`src/rtl/gray_code_counter_if.sv`:
```
// Control and result bundle for gray_code_counter.
// The bench or upstream logic is the master; the counter is the slave.
interface gray_code_counter_if #(
    parameter int N = 4
) ();
    logic         clear;
    logic         load;
    logic [N-1:0] load_value;
    logic         en;
    logic         up_dn;
    logic [N-1:0] gray_value;
    logic         wrap;
    logic         at_limit;

    modport master (
        output clear, load, load_value, en, up_dn,
        input  gray_value, wrap, at_limit
    );

    modport slave (
        input  clear, load, load_value, en, up_dn,
        output gray_value, wrap, at_limit
    );
endinterface

```
`src/rtl/gray_code_counter.sv`:
```
// N-bit up/down binary counter presented as a registered Gray code.
// Feeds gray_code_to_binary_convertor; wrap/saturate selected by SATURATE.
module gray_code_counter #(
    parameter int N        = 4,
    parameter int SATURATE = 0
) (
    input  logic                 clk,
    input  logic                 rstn,
    gray_code_counter_if.slave   bus
);

    localparam logic [N-1:0] MAXV = {N{1'b1}};
    localparam logic [N-1:0] ONE  = {{(N-1){1'b0}}, 1'b1};
    localparam bit           SAT  = (SATURATE != 0);

    logic [N-1:0] count;
    logic [N-1:0] countNext;
    logic         wrapNext;
    logic         atLimitNext;

    // Next count and wrap flag; priority is clear, then load, then enabled step.
    always_comb begin
        countNext = count;
        wrapNext  = 1'b0;
        if (bus.clear) begin
            countNext = '0;
        end else if (bus.load) begin
            countNext = bus.load_value;
        end else if (bus.en) begin
            if (bus.up_dn) begin
                if (count == MAXV) begin
                    if (!SAT) begin
                        countNext = '0;
                        wrapNext  = 1'b1;
                    end
                end else begin
                    countNext = count + ONE;
                end
            end else begin
                if (count == '0) begin
                    if (!SAT) begin
                        countNext = MAXV;
                        wrapNext  = 1'b1;
                    end
                end else begin
                    countNext = count - ONE;
                end
            end
        end
    end

    // at_limit looks at the count being registered and the direction sampled now.
    always_comb begin
        atLimitNext = SAT && (bus.up_dn ? (countNext == MAXV) : (countNext == '0));
    end

    // Gray output is registered alongside the count so it carries no glitches.
    always_ff @(posedge clk or negedge rstn) begin
        if (!rstn) begin
            count          <= '0;
            bus.gray_value <= '0;
            bus.wrap       <= 1'b0;
            bus.at_limit   <= 1'b0;
        end else begin
            count          <= countNext;
            bus.gray_value <= countNext ^ (countNext >> 1);
            bus.wrap       <= wrapNext;
            bus.at_limit   <= atLimitNext;
        end
    end

endmodule

```
`src/flat_wrapper.sv`:
```
// flat-port wrapper written by rule: the top's interface ports become plain ports
module gray_code_counter_flat 
#(
    parameter int N        = 4,
    parameter int SATURATE = 0
)
  (clk, rstn, bus_clear, bus_load, bus_load_value, bus_en, bus_up_dn, bus_gray_value, bus_wrap, bus_at_limit);
  gray_code_counter_if #(.N(N)) bus_i ();
  input  logic clk;
  input  logic rstn;
  input wire logic [$bits(bus_i.clear)-1:0] bus_clear;
  input wire logic [$bits(bus_i.load)-1:0] bus_load;
  input wire logic [$bits(bus_i.load_value)-1:0] bus_load_value;
  input wire logic [$bits(bus_i.en)-1:0] bus_en;
  input wire logic [$bits(bus_i.up_dn)-1:0] bus_up_dn;
  output wire logic [$bits(bus_i.gray_value)-1:0] bus_gray_value;
  output wire logic [$bits(bus_i.wrap)-1:0] bus_wrap;
  output wire logic [$bits(bus_i.at_limit)-1:0] bus_at_limit;
  assign bus_i.clear = bus_clear;
  assign bus_i.load = bus_load;
  assign bus_i.load_value = bus_load_value;
  assign bus_i.en = bus_en;
  assign bus_i.up_dn = bus_up_dn;
  assign bus_gray_value = bus_i.gray_value;
  assign bus_wrap = bus_i.wrap;
  assign bus_at_limit = bus_i.at_limit;
  gray_code_counter #(.N(N), .SATURATE(SATURATE)) u_core (.clk(clk), .rstn(rstn), .bus(bus_i));
endmodule
```
`config.mk`:
```
export PLATFORM = sky130hd
export DESIGN_NAME = gray_code_counter_flat
export DESIGN_NICKNAME = d
export VERILOG_FILES = /design/src/rtl/gray_code_counter_if.sv /design/src/rtl/gray_code_counter.sv /design/src/flat_wrapper.sv
export SDC_FILE = /design/constraint.sdc
export NUM_CORES = 1
export LEC_CHECK = 0
export BUFFER_PORTS_ARGS = -buffer_cell sky130_fd_sc_hd__buf_2
export CORE_AREA = 5 5 42 44
export CTS_BUF_LIST = sky130_fd_sc_hd__clkbuf_8 sky130_fd_sc_hd__clkbuf_16
export DETAILED_ROUTE_END_ITERATION = 6
export DIE_AREA = 0 0 47 49
export GPL_TIMING_DRIVEN = 0
export HOLD_SLACK_MARGIN = 0.02
export PLACE_DENSITY = 0.68
export SLEW_MARGIN = 25
export SYNTH_ARGS = -nofsm -noshare
export SYNTH_HDL_FRONTEND = slang
export SYNTH_SLANG_ARGS = --single-unit
```
`constraint.sdc`:
```
create_clock -name clk -period 2.2 [get_ports clk]
set_input_delay 0.22 -clock clk [delete_from_list [all_inputs] [get_ports clk]]
set_output_delay 0.22 -clock clk [all_outputs]
set_load 0.01 [all_outputs]
```
# Word level (Yosys, flattened, before mapping)
# Index checks and enable logic that the tools add are counted.
# totals
reg_bits,9
# op_classes
n_mux,12
add_sub_neg,2
reduce_logical,1
n_eq_ne,1
n_bitwise,1
# op_table
op,count
4-bit 2-to-1 mux,6
1-bit 2-to-1 mux,6
"4-bit by 1-bit adder with 4-bit output, second input constant",1
"4-bit equality test, second input constant",1
4-bit zero test,1
"4-bit by 1-bit subtractor with 4-bit output, second input constant",1
4-bit by 3-bit XOR with 4-bit output,1

# Depth between registers and ports, before layout
# depth
word_depth,7
depth_mapped,7
ltp_nobuf,7

# Worst setup path before layout
# OpenSTA, ideal clock, no wires.
# synth_path
kind,register to register
startpoint,"reg, netlist name u_core.bus.gray_value[3]"
endpoint,reg u_core.bus.gray_value[2]
path_stages_with_launch,5
setup_slack_ps,548
setup_time_ps,79
arrival_ps,1573
n_path_buf,0
cell_sequence,dfrtp_1 -> or4_1 -> a311o_1 -> o22ai_2 -> xor2_1
# synth_rtl
element,line,rtl
to (signal assigned),gray_code_counter.sv:66,bus.gray_value <= countNext ^ (countNext >> 1);
to (decl),gray_code_counter_if.sv:22,"output gray_value, wrap, at_limit"

==> metrics <==
grt total ovfl 0; IO Port Bufs 14; Final GP Congestion around 0.76; post-synthesis sequential area ratio 0.397; fraction of registers with async set/reset 1.00; share of cells above drive strength 1 0.362; worst hold path class primary input to flip-flop; Final Max Slew Viols 0; Layout area overhead 28.0%; Worst-path clk slew 0.04 ns; CTS root buf clkbuf_8; total routed wirelength just under 1 mm; post-synth design cell area around 500 um2; top_reg_cell synth dfrtp_1; Gate Count Post-Synth 51; antenna-violating nets left 0; maximum fanout along the worst path 7; CP arrival 1.89 ns; CTS H-tree depth 1; DRC 0; starting density of the core 0.360; Period minus WS final about 1.7 ns; number of synthesized flops with an enable pin 0; die width between 40 and 50 um; max-cap violations 0; maximum clock path buffer count 2; Worst Setup Slack, final roughly 0.46 ns; DR WL/cell roughly 12 um; antenna fix cells 0; Core ar. 1400 um2; Vias between 400 and 500; Skew-Pair Late Insertion Delay approximately 0.22 ns; post-route clock period utilization 0.793; DIE HEIGHT 49 um; Total GRT Usage 0.100; fin nets 83; First-pass DRT Iterations 2; Crit. End Element flip-flop; overall power about 450 uW; post-CTS setup buffer count 0; status complete, no violations; design area between 600 and 700 um2; Top-Level Pins 16; placed inst area slightly below 600 um2; first-pass GRT wire length around 1.6 mm; fill cell count about 140; syn_area_per_cell approximately 9.9 um2; Final Util 0.461; Max VDD drop approximately 0.41 mV; drt first-iter violations 6; Clock Skew between 0.002 and 0.0025 ns; Row Count 14; Fin. Hold Viols 0; vias in the first global route about 420; total CTS buffers 3; RSZ-0062 raised after global routing no; pin count of the biggest net entering global routing 9; DP HPWL 802 um; PD cells approximately 690 nW/um2; pre-CTS WS about 0.45 ns; Synth warnings 0; Clock Sinks 8; Cell variety after synth 28; Worst setup SP type flip-flop; FMAX around 0.57 GHz; area of the die 2300 um2; #FFs+latches synth 8; Crit Path Class flip-flop to flip-flop; final setup vio count 0; CTS tree built; Static Leak 0.324 nW; vias per cell about 5; final total negative setup slack 0 ns; CP Data Required Time 2.35 ns; Synth Net Count between 60 and 70; initial antenna violation count 0
-- repair_timing --
item,CTS,global route
hold buffers,1,0
resized for setup,0,0
hold endpoints to repair,8,0
-- critical path, stage by stage (launching register included) --
cell and delay [ns]:
dfrtp_1 0.43, or4_1 0.55, a311o_1 0.37, o22ai_2 0.17, xor2_1 0.15
-- stage by stage --
stage,hold slack [ns],instances
floorplan,-0.0756,51
global placement,0.0631,81
detailed placement,0.0663,81
CTS,0.229,85
global route,0.248,85
finish,0.249,85
-- worst paths after layout --
check                                          from                        to  cells after the start  slack [ns]
setup / recovery           u_core.bus.gray_value[3]  u_core.bus.gray_value[2]                      4        0.46
hold / removal                             bus_load           u_core.bus.wrap                      2        0.25
setup reg to reg           u_core.bus.gray_value[3]  u_core.bus.gray_value[2]                      4        0.46
hold reg to reg                     u_core.count[2]           u_core.bus.wrap                      2        0.66
max in group asynchronous                      rstn           u_core.count[1]                      2        1.68
min in group asynchronous                      rstn           u_core.bus.wrap                      2        0.36
-- cell type report --
class,count,area [um2],area share
Tap cell,16,20.0,0.0310
Inverter,5,18.8,0.0291
Clock buffer,3,41.3,0.0640
Multi-Input combinational cell,36,270,0.419
Buffer,2,15.0,0.0233
Timing Repair Buffer,15,80.1,0.124
Sequential cell,8,200,0.310
-- cell usage after synthesis (2+ instances only) --
cell type	count	share of area
a221oi_1	2	0.035
ha_1	2	0.050
mux2i_1	2	0.040
inv_2	2	0.015
a211oi_1	2	0.030
dfrtp_1	8	0.40
xor2_1	4	0.069
a21oi_1	2	0.020
buf_4	2	0.030
nor2_1	5	0.037
inv_1	3	0.022
-- registers in the layout (all words and copies together), names as in the netlist --
name	count
u_core.bus.gray_value	4
u_core.bus.wrap	1
u_core.count	3
-- where the power goes --
part / leakage (nW) / switching [mW] / total, mW / internal, mW
combinational: 0.199 / 0.0539 / 0.102 / 0.0484
clock: 0.0216 / 0.0507 / 0.169 / 0.118
sequential: 0.103 / 0.0109 / 0.175 / 0.164
-- layout by cell type (no fill, tap or decap), drive strengths merged, types with 2 or more instances in the layout --
cell	n
buf	16
dfrtp	8
nor2	5
inv	5
xor2	4
clkbuf	3
a211oi	3
mux2i	2
a221oi	2
a21oi	2
ha	2
-- cell families (layout without fill, tap and decap cells) --
group | count (synthesis) | after routing | share of synthesized area
and+or+nand+nor | 14 | 14 | 0.151
buffers and inverters | 7 | 25 | 0.0670
adders and majority gates | 2 | 2 | 0.0496
other | 1 | 1 | 0.00744
muxes | 3 | 3 | 0.0620
DFF | 8 | 8 | 0.397
AOI/OAI and AO/OA | 11 | 11 | 0.179
xor gates and xnor gates | 5 | 5 | 0.0868
-- per-layer routing --
layer	wire length [um]	part of all wire	global-route usage
met4	0	0	0.0276
met1	437	0.44	0.117
met5	0	0	0
met2	452	0.46	0.152
met3	96	0.097	0.0590
(Power assumes the default switching activity.)
